**src/rtl/cpu_pkg.sv**
```systemverilog
// Shared CPU front-end definitions: next-PC select encodings, fetch FSM states
// and the word-alignment helper used for every PC load.
package cpu_pkg;

  localparam logic [1:0] PCSRC_SEQ = 2'b00;
  localparam logic [1:0] PCSRC_BR  = 2'b01;
  localparam logic [1:0] PCSRC_JMP = 2'b10;

  typedef enum logic [1:0] {
    ST_FLUSH = 2'b00,
    ST_FETCH = 2'b01,
    ST_ISSUE = 2'b10
  } fetch_state_e;

  function automatic logic [31:0] word_align(input logic [31:0] a);
    return a & 32'hFFFF_FFFC;
  endfunction

endpackage

```
**src/rtl/fetch_unit_if.sv**
```systemverilog
// Instruction-memory read port between the fetch unit (master) and memory (slave).
interface fetch_unit_if;
  logic        mem_req;
  logic [31:0] mem_addr;
  logic        mem_ready;
  logic [31:0] mem_rdata;

  modport master (output mem_req, output mem_addr, input mem_ready, input mem_rdata);
  modport slave  (input mem_req, input mem_addr, output mem_ready, output mem_rdata);
endinterface

```
**src/rtl/sign_ext_16_32.sv**
```systemverilog
// Sign-extends a 16-bit immediate to 32 bits for the branch adder.
module sign_ext_16_32 (
  input  logic signed [15:0] i_imm,
  output logic signed [31:0] o_ext
);
  assign o_ext = 32'(i_imm);
endmodule

```
**src/rtl/fetch_unit.sv**
```systemverilog
// Instruction fetch unit: FLUSH/FETCH/ISSUE sequencer holding PC and the
// instruction register, with jump/branch/exception next-PC selection.
module fetch_unit
  import cpu_pkg::*;
#(
  parameter logic [31:0] RESET_PC   = 32'h0000_0000,
  parameter logic [31:0] EXC_VECTOR = 32'h0000_00FC
) (
  input  logic               clk,
  input  logic               reset,
  fetch_unit_if.master       mem,
  input  logic               instr_ack,
  input  logic               stall,
  input  logic [1:0]         pc_src,
  input  logic               branch_taken,
  input  logic               exception,
  output logic [31:0]        pc,
  output logic [31:0]        pc_plus4,
  output logic [31:0]        instr,
  output logic               instr_valid,
  output logic [4:0]         rs,
  output logic [4:0]         rt,
  output logic [15:0]        imm,
  output logic [31:0]        jump_target
);

  fetch_state_e       r_state;
  fetch_state_e       w_next_state;
  logic [31:0]        r_pc;
  logic [31:0]        r_ir;
  logic [31:0]        w_pc_plus4;
  logic [31:0]        w_jump_target;
  logic [31:0]        w_br_target;
  logic [31:0]        w_next_pc;
  logic [31:0]        w_pc_d;
  logic               w_pc_load;
  logic               w_ir_load;
  logic               w_mem_req;
  logic               w_instr_valid;
  logic signed [31:0] w_imm_sext;
  logic signed [31:0] w_br_off;

  sign_ext_16_32 u_sext (
    .i_imm (r_ir[15:0]),
    .o_ext (w_imm_sext)
  );

  // Target arithmetic is plain 32-bit; carries out of bit 31 are dropped.
  assign w_pc_plus4    = r_pc + 32'd4;
  assign w_br_off      = w_imm_sext <<< 2;
  assign w_br_target   = w_pc_plus4 + $unsigned(w_br_off);
  assign w_jump_target = {w_pc_plus4[31:28], r_ir[25:0], 2'b00};

  always_comb begin
    w_next_pc = w_pc_plus4;
    if (pc_src == PCSRC_JMP)
      w_next_pc = w_jump_target;
    else if (pc_src == PCSRC_BR && branch_taken)
      w_next_pc = w_br_target;
  end

  always_comb begin
    w_next_state  = r_state;
    w_pc_load     = 1'b0;
    w_pc_d        = w_next_pc;
    w_ir_load     = 1'b0;
    w_mem_req     = 1'b0;
    w_instr_valid = 1'b0;
    case (r_state)
      ST_FLUSH: w_next_state = ST_FETCH;
      ST_FETCH: begin
        w_mem_req = 1'b1;
        if (mem.mem_ready) begin
          w_ir_load    = 1'b1;
          w_next_state = ST_ISSUE;
        end
      end
      ST_ISSUE: begin
        w_instr_valid = 1'b1;
        if (instr_ack && !stall) begin
          w_pc_load    = 1'b1;
          w_next_state = ST_FETCH;
        end
      end
      default: w_next_state = ST_FLUSH;
    endcase
    // Exception wins over every handshake; FLUSH drops any in-flight response.
    if (exception) begin
      w_next_state = ST_FLUSH;
      w_pc_load    = 1'b1;
      w_pc_d       = word_align(EXC_VECTOR);
      w_ir_load    = 1'b0;
    end
  end

  always_ff @(posedge clk or posedge reset) begin
    if (reset) begin
      r_state <= ST_FLUSH;
      r_pc    <= word_align(RESET_PC);
      r_ir    <= 32'd0;
    end else begin
      r_state <= w_next_state;
      if (w_pc_load)
        r_pc <= word_align(w_pc_d);
      if (w_ir_load)
        r_ir <= mem.mem_rdata;
    end
  end

  assign mem.mem_req  = w_mem_req;
  assign mem.mem_addr = r_pc;
  assign pc           = r_pc;
  assign pc_plus4     = w_pc_plus4;
  assign instr        = r_ir;
  assign instr_valid  = w_instr_valid;
  assign rs           = r_ir[25:21];
  assign rt           = r_ir[20:16];
  assign imm          = r_ir[15:0];
  assign jump_target  = w_jump_target;

endmodule

```
**src/flat_wrapper.sv**
```systemverilog
// flat-port wrapper written by rule: the top's interface ports become plain ports
module fetch_unit_flat import cpu_pkg::*;
#(
  parameter logic [31:0] RESET_PC   = 32'h0000_0000,
  parameter logic [31:0] EXC_VECTOR = 32'h0000_00FC
)
  (clk, reset, instr_ack, stall, pc_src, branch_taken, exception, pc, pc_plus4, instr, instr_valid, rs, rt, imm, jump_target, mem_mem_req, mem_mem_addr, mem_mem_ready, mem_mem_rdata);
  fetch_unit_if mem_i ();
  input  logic clk;
  input  logic reset;
  input  logic instr_ack;
  input  logic stall;
  input  logic [1:0] pc_src;
  input  logic branch_taken;
  input  logic exception;
  output logic [31:0] pc;
  output logic [31:0] pc_plus4;
  output logic [31:0] instr;
  output logic instr_valid;
  output logic [4:0] rs;
  output logic [4:0] rt;
  output logic [15:0] imm;
  output logic [31:0] jump_target;
  output wire logic [$bits(mem_i.mem_req)-1:0] mem_mem_req;
  output wire logic [$bits(mem_i.mem_addr)-1:0] mem_mem_addr;
  input wire logic [$bits(mem_i.mem_ready)-1:0] mem_mem_ready;
  input wire logic [$bits(mem_i.mem_rdata)-1:0] mem_mem_rdata;
  assign mem_mem_req = mem_i.mem_req;
  assign mem_mem_addr = mem_i.mem_addr;
  assign mem_i.mem_ready = mem_mem_ready;
  assign mem_i.mem_rdata = mem_mem_rdata;
  fetch_unit #(.RESET_PC(RESET_PC), .EXC_VECTOR(EXC_VECTOR)) u_core (.clk(clk), .reset(reset), .mem(mem_i), .instr_ack(instr_ack), .stall(stall), .pc_src(pc_src), .branch_taken(branch_taken), .exception(exception), .pc(pc), .pc_plus4(pc_plus4), .instr(instr), .instr_valid(instr_valid), .rs(rs), .rt(rt), .imm(imm), .jump_target(jump_target));
endmodule
```
**config.mk**
```make
export PLATFORM = sky130hd
export DESIGN_NAME = fetch_unit_flat
export DESIGN_NICKNAME = d
export VERILOG_FILES = /design/src/rtl/cpu_pkg.sv /design/src/rtl/fetch_unit_if.sv /design/src/rtl/sign_ext_16_32.sv /design/src/rtl/fetch_unit.sv /design/src/flat_wrapper.sv
export SDC_FILE = /design/constraint.sdc
export NUM_CORES = 1
export LEC_CHECK = 0
export BUFFER_PORTS_ARGS = -buffer_cell sky130_fd_sc_hd__buf_2
export CORE_MARGIN = 4
export CORE_UTILIZATION = 54
export DETAILED_ROUTE_END_ITERATION = 7
export PLACE_DENSITY = 0.87
export SLEW_MARGIN = 0
export SYNTH_ARGS = -nofsm -noshare
export SYNTH_HDL_FRONTEND = slang
export SYNTH_SLANG_ARGS = --single-unit
```
**constraint.sdc**
```tcl
create_clock -name clk -period 7.6 [get_ports clk]
set_input_delay 0.76 -clock clk [delete_from_list [all_inputs] [get_ports clk]]
set_output_delay 0.76 -clock clk [all_outputs]
set_load 0.02 [all_outputs]
```
==> metrics, run 1 <==
outcome=finished clean; R2R setup slack=3220 ps; H-tree levels=3; sequential share of power=33.5%; worst hold start=u_core.instr[26]; Clock Path Buffers=2; Hold-fix buffers, CTS=0; crit path DAT=about 4600 ps; period utilization=57.64%; CP Capture Type=flop; DRT Pass-1 Iters=5; WL final=roughly 16 mm; grt met1 use=a little under a third; #FFs+latches synth=64; hold depth=1; DRC Markers=0; Total Power=~1.4 mW; Peak VDD IR=between 0.1 and 0.15 mV; Final Max Slew Viols=0; Placer Congestion=about 0.95; clock-pin slew on the worst setup and hold paths=70 ps; Die Width=111.9 um; root buffer cell=clkbuf_8; Net Sw Frac=a little over two fifths; busiest grt layer=met2; Clock Power Share=~22%; Reg2Reg Depth=15; synth unique cells=73; Clock Skews=11.37 ps; register area share after synthesis=between 20 and 30%; kind of critical path=reg -> reg; Required @ worst endpoint=a little under 8000 ps; Sw Pwr=between 0.6 and 0.7 mW; vias in the first global route=~5200; Final nets=874; Pint=slightly below 0.8 mW; fill count=between 900 and 1000; Iteration-0 DRC Markers=between 300 and 400; max cap viols=0; gr ovfl total=0; setup TNS=0 ps; Leak Pwr=between 3 and 4 nW; via count=5442; peak fanout along the critical path=9; endpoints failing setup=0; core area=between 10000 and 15000 sq um; Die Area=around 13000 sq um; starting density of the core=between 50 and 60%; Mean Syn Cell Area=roughly 8.7 sq um; die height=about 110 um; crit start category=flop; vias per cell=between 5 and 6; proportion of layout cells with a drive suffix above 1=37.08%; min cycle time layout=~4400 ps; Setup Fix Bufs, Post-CTS=0; CTS-repair resized insts=0; Power Dens Cells=approximately 210 nW/um^2; Most used DFF post-synth=dfrtp_1; met2 Use GR=43.37%; Worst Hold Endpoint=u_core.instr[26]; EDFF count, synth=0; Mapped Area=5829 sq um; Final ANT Viol Nets=0; placed inst area=between 6000 and 7000 sq um; Worst Hold Class=reg -> reg; Overall Global Routing Usage=between 20% and 30%; clock sinks=64; later-pin clock latency in the skew report=around 350 ps; DP HPWL=about 12 mm; initial antenna violation count=0; clock buffer count from CTS=9; Synth Warn #=0; I/O Buffers=220; TritonCTS clock tree=done; combinational power share=44.3%; fmax=roughly 230 MHz; Area Growth Syn to Fin=12.64%; Async S/R FF share, synth=100.0%; DR WL/cell=approximately 17 um; Final Hold Viols=0; largest net degree at the start of global routing=65; met3 Usage GRT=under 10%; Critical R2R Launch=u_core.mem.mem_addr[4]; post-synthesis cell count=673; first-pass GRT wire length=roughly 26 mm; worst-margin pin slew=about 990 ps; Final Cell Area=between 6000 and 7000 sq um; RSZ-0062 raised after global routing=no; # IOs=229; RR Endpoint=u_core.mem.mem_addr[31]; row cnt=37; Antenna diodes=0; Slew HR=roughly a third
-- registers in the layout, summed over array words and instances, names as in the netlist --
signal	flops
u_core.instr	32
u_core.r_state	2
u_core.mem.mem_addr	30
-- power groups by stage --
stage                     Combinational, mW  Clock (mW)  Sequential (mW)
after detailed placement              0.609           0            0.468
final                                 0.611       0.306            0.462
after global placement                0.601           0            0.466
after global routing                  0.660       0.326            0.475
after floorplan                       0.471           0            0.511
after CTS                             0.612       0.309            0.462
-- placed cells by master, fill, tap and decap left out, drive strengths merged, types with 8 or more instances in the layout --
| cell | instances |
|---|---|
| a21o | 11 |
| a21oi | 56 |
| buf | 228 |
| clkbuf | 11 |
| conb | 8 |
| dfrtp | 64 |
| ha | 36 |
| inv | 13 |
| mux2 | 36 |
| nand2 | 49 |
| nand3 | 21 |
| nand4 | 10 |
| nor2 | 50 |
| nor2b | 10 |
| nor3 | 14 |
| o211ai | 10 |
| o21ai | 25 |
| xnor2 | 31 |
| xor2 | 20 |
-- how the worst max path moves through the flow --
stage	cells after the start	slack (ps)	start	endpoint
floorplan	17	3240	u_core.mem.mem_addr[4]	u_core.mem.mem_addr[31]
global placement	16	3430	u_core.mem.mem_addr[4]	u_core.mem.mem_addr[31]
detailed placement	16	3300	u_core.mem.mem_addr[4]	u_core.mem.mem_addr[31]
CTS	16	3260	u_core.mem.mem_addr[4]	u_core.mem.mem_addr[31]
global route	16	2910	u_core.mem.mem_addr[4]	u_core.mem.mem_addr[31]
finish	15	3220	u_core.mem.mem_addr[4]	u_core.mem.mem_addr[31]
-- per-layer routing --
| metal | share of wire [%] | vias to the layer above |
|---|---|---|
| li1 | - | 2563 |
| met1 | 40 | 2558 |
| met2 | 48 | 286 |
| met3 | 10 | 35 |
| met4 | 2.1 | 0 |
| met5 | 0 | - |
-- critical path: stages (launching register included) --
cell and delay [ps]:
dfrtp_1 530, and4_1 260, nand2_1 100, or3_1 440, or3_4 450, nand2b_1 180
xnor2_1 300, ha_1 370, a21o_1 180, a21oi_1 190, nand2_1 80, nor3_1 270
nor2_1 120, xnor2_1 140, o31ai_1 320, mux2_4 320
-- kinds of logic (layout without fill, tap and decap cells) --
| family | after synthesis | in the layout | synth area share [%] |
|---|---|---|---|
| AOI/OAI and AO/OA | 164 | 164 | 19.15 |
| xor gates and xnor gates | 51 | 51 | 7.663 |
| adders and majority gates | 37 | 37 | 8.070 |
| buffers and inverters | 136 | 257 | 14.90 |
| DFF | 64 | 64 | 27.47 |
| muxes | 37 | 37 | 7.190 |
| other | 1 | 8 | 0.06433 |
| and+or+nand+nor | 183 | 183 | 15.50 |
-- layout make-up --
class / count / area [sq um] / area share (%)
flip-flops and latches: 64 / 1602 / 24.39
multi-input cells: 480 / 3387 / 51.58
clock inverters: 5 / 56.30 / 0.8575
repair buffers: 228 / 1161 / 17.68
inverters: 13 / 48.80 / 0.7431
well taps: 136 / 170.2 / 2.591
clock buffers: 11 / 141.4 / 2.153
-- synth_stat cells, types with 11 or more instances --
| master | n | area, sq um |
|---|---|---|
| inv_1 | 13 | 48.80 |
| nand3_1 | 20 | 100.1 |
| nor2_1 | 50 | 187.7 |
| mux2_2 | 35 | 394.1 |
| o21ai_0 | 20 | 100.1 |
| ha_1 | 36 | 450.4 |
| xnor2_1 | 31 | 271.5 |
| dfrtp_1 | 64 | 1602 |
| buf_4 | 94 | 705.7 |
| a21oi_1 | 55 | 275.3 |
| clkbuf_1 | 19 | 71.32 |
| a21o_1 | 11 | 82.58 |
| xor2_1 | 20 | 175.2 |
| nand2_1 | 49 | 183.9 |
| nor3_1 | 12 | 60.06 |
-- stage by stage --
| step | util (%) | hold slack (ps) | setup slack [ps] | instances |
|---|---|---|---|---|
| floorplan | - | 546.6 | 3238 | 680 |
| global placement | 61.14 | 489.4 | 3430 | 921 |
| detailed placement | 61.14 | 494.9 | 3295 | 921 |
| CTS | 63.04 | 514.5 | 3259 | 937 |
| global route | 63.04 | 528.2 | 2910 | 937 |
| finish | 63.04 | 510.5 | 3219 | 937 |
Note: power is estimated with default switching activity, not from simulation.
==> run 2, diff against run 1 <==
--- a/config.mk
+++ b/config.mk
@@ -7,9 +7,9 @@
 export LEC_CHECK = 0
 export BUFFER_PORTS_ARGS = -buffer_cell sky130_fd_sc_hd__buf_2
 export CORE_MARGIN = 4
-export CORE_UTILIZATION = 54
+export CORE_UTILIZATION = 45
 export DETAILED_ROUTE_END_ITERATION = 7
-export PLACE_DENSITY = 0.87
+export PLACE_DENSITY = 0.78
 export SLEW_MARGIN = 0
 export SYNTH_ARGS = -nofsm -noshare
 export SYNTH_HDL_FRONTEND = slang
==> constraint.sdc (replaced) <==
create_clock -name clk -period 3.85 [get_ports clk]
set_input_delay 0.385 -clock clk [delete_from_list [all_inputs] [get_ports clk]]
set_output_delay 0.385 -clock clk [all_outputs]
set_load 0.02 [all_outputs]
==> metrics, run 2 (synthesized netlist as in run 1, its figures left out) <==
DP HPWL=13.65 mm (+14%); worst-margin pin slew=815.2 ps (-171.4 ps); peak fanout along the critical path=6 (-3); gr ovfl total=0 (unchanged); Area Growth Syn to Fin=27.69%; RSZ-0062 raised after global routing=yes; Die Area=14840 sq um (+19%); clock-pin slew on the worst setup and hold paths=60 ps (about the same); fmax=264.7 MHz (+16%); proportion of layout cells with a drive suffix above 1=46.54% (+9.5 points); largest net degree at the start of global routing=39 (-40%); highest cell delay on the worst timing path=470 ps (-60 ps); TritonCTS clock tree=done; Final Hold Viols=0 (unchanged); DR WL/cell=17.35 um (-0.23%); Peak VDD IR=0.3608 mV (+160%); Placer Congestion=0.9145 (-4.1%); RR Endpoint=u_core.mem.mem_addr[31]; initial antenna violation count=0 (unchanged); Clock Skews=9.744 ps (-1.625 ps); core area=12670 sq um (+22%); endpoints failing setup=0 (unchanged); Overall Global Routing Usage=23.95% (-1.3 points); Slew HR=45.65% (+11 points); Required @ worst endpoint=4080 ps (-3750 ps); Final nets=939 (+7.4%); R2R setup slack=70 ps (-3150 ps); WL final=18.01 mm (+11%); DRC Markers=0 (unchanged); CP Capture Type=flop; Critical R2R Launch=u_core.mem.mem_addr[4]; final non-filler cell total=1038 (+11%); setup TNS=0 ps (unchanged); via count=5651 (+3.8%); Power Dens Cells=402.0 nW/um^2 (+92%); crit path DAT=4010 ps (-600 ps); CP max stage cell=or4_1; die height=121.8 um (+8.9%); min cycle time layout=3778 ps (-603.3 ps); placed inst area=7084 sq um (+11%); later-pin clock latency in the skew report=350 ps (about the same); Reg2Reg Depth=15 (unchanged); first-pass GRT wire length=27.63 mm (+6.1%); Final Max Slew Viols=0 (unchanged); Hold-fix buffers, CTS=0 (unchanged); kind of critical path=reg -> reg; clock sinks=64 (unchanged); I/O Buffers=220 (unchanged); vias in the first global route=5280 (+0.82%); vias per cell=5.444 (-6.3%); Final Cell Area=7443 sq um (+13%); commonest cells after routing, fill and taps aside=buf_2, buf_4, a21oi_1, dfrtp_1, nand2_1; period utilization=98.12% (+40 points); Leak Pwr=3.765 nW (+13%); Die Width=121.8 um (+8.9%); leading cell type in the layout, fill and taps excluded=buf_2; clock buffer count from CTS=9 (unchanged); H-tree levels=3 (unchanged); Worst Hold Class=in -> async; # IOs=229 (unchanged); starting density of the core=46.01% (-10 points); DRT Pass-1 Iters=5 (unchanged); CP cell instances=and4_1 > nand2_1 > or3_4 > nor2_2 > xor2_2 > ha_2 > inv_1 > nor3_1 > o21ai_0 > a311oi_2 > nor3_2 > or4_1 > nand3_1 > o31ai_2 > mux2_4; Final ANT Viol Nets=0 (unchanged); Final WS setup=72.45 ps (-3147 ps); Iteration-0 DRC Markers=322 (-16%); crit start category=flop; max reg flops=32 (unchanged); row cnt=41 (+11%); max cap viols=0 (unchanged); Total Power=2.992 mW (+120%); Placed Instances=1020 (+11%); Antenna diodes=0 (unchanged); Clock Path Buffers=2 (unchanged); pre-CTS setup slack=-84.10 ps (-3379 ps); outcome=finished clean; root buffer cell=clkbuf_16
run 2: cell count changes in the layout (fill, tap and decap cells not counted), moves of 7 or more:
cell and change:
xnor2_1 -8, buf_4 +65, dfrtp_1 -9, clkbuf_16 +9
dfrtp_2 +9, clkbuf_8 -10, xnor2_2 +7
run 2: critical path: cells and delay by family, from the launching register on:
family                     cells  cell delay [ps]
AOI/OAI and AO/OA              3              590
xor gates and xnor gates       1               90
adders and majority gates      1              400
buffers and inverters          1               70
DFF                            1              410
muxes                          1              310
and+or+nand+nor                8             1760
run 2: cell type report:
cell class | instances | area, sq um
flip-flops and latches | 64 | 1613
clock inverters | 7 | 47.55
well taps | 172 | 215.2
inverters | 13 | 48.80
fillers | 1165 | 5228
clock buffers | 9 | 225.2
repair buffers | 293 | 1649
multi-input cells | 480 | 3645
run 2: report_power, final:
| group | switching (mW) | internal (mW) | total (mW) |
|---|---|---|---|
| registers | 0.132 | 0.766 | 0.898 |
| clock network | 0.324 | 0.435 | 0.758 |
| logic | 0.816 | 0.520 | 1.34 |
run 2: worst max-delay path by stage:
stage	start	to	cells after the start
after floorplan	u_core.mem.mem_addr[4]	u_core.mem.mem_addr[31]	17
after global placement	u_core.mem.mem_addr[7]	u_core.mem.mem_addr[30]	14
after detailed placement	u_core.mem.mem_addr[4]	u_core.mem.mem_addr[30]	14
after CTS	u_core.mem.mem_addr[4]	u_core.mem.mem_addr[31]	15
after global routing	u_core.mem.mem_addr[4]	u_core.mem.mem_addr[31]	16
final	u_core.mem.mem_addr[4]	u_core.mem.mem_addr[31]	15
run 2: what timing repair did:
item,CTS,global route
setup buffers,0,2
setup endpoints to repair,3,7
gates resized for setup,1,12
pin swaps,1,4
run 2: metal layers:
layer  share of wire [%]  track usage, %
met2                  50           40.54
met1                  41           29.72
met5                   0               0
met4                 2.3           8.473
met3                 7.0           5.942
run 2: stage by stage:
step	utilization [%]	hold slack (ps)
after floorplan	-	532.8
after global placement	55.91	487.6
after global routing	58.74	255.6
final	58.74	186.3
after detailed placement	55.91	490.7
after CTS	58.16	213.7
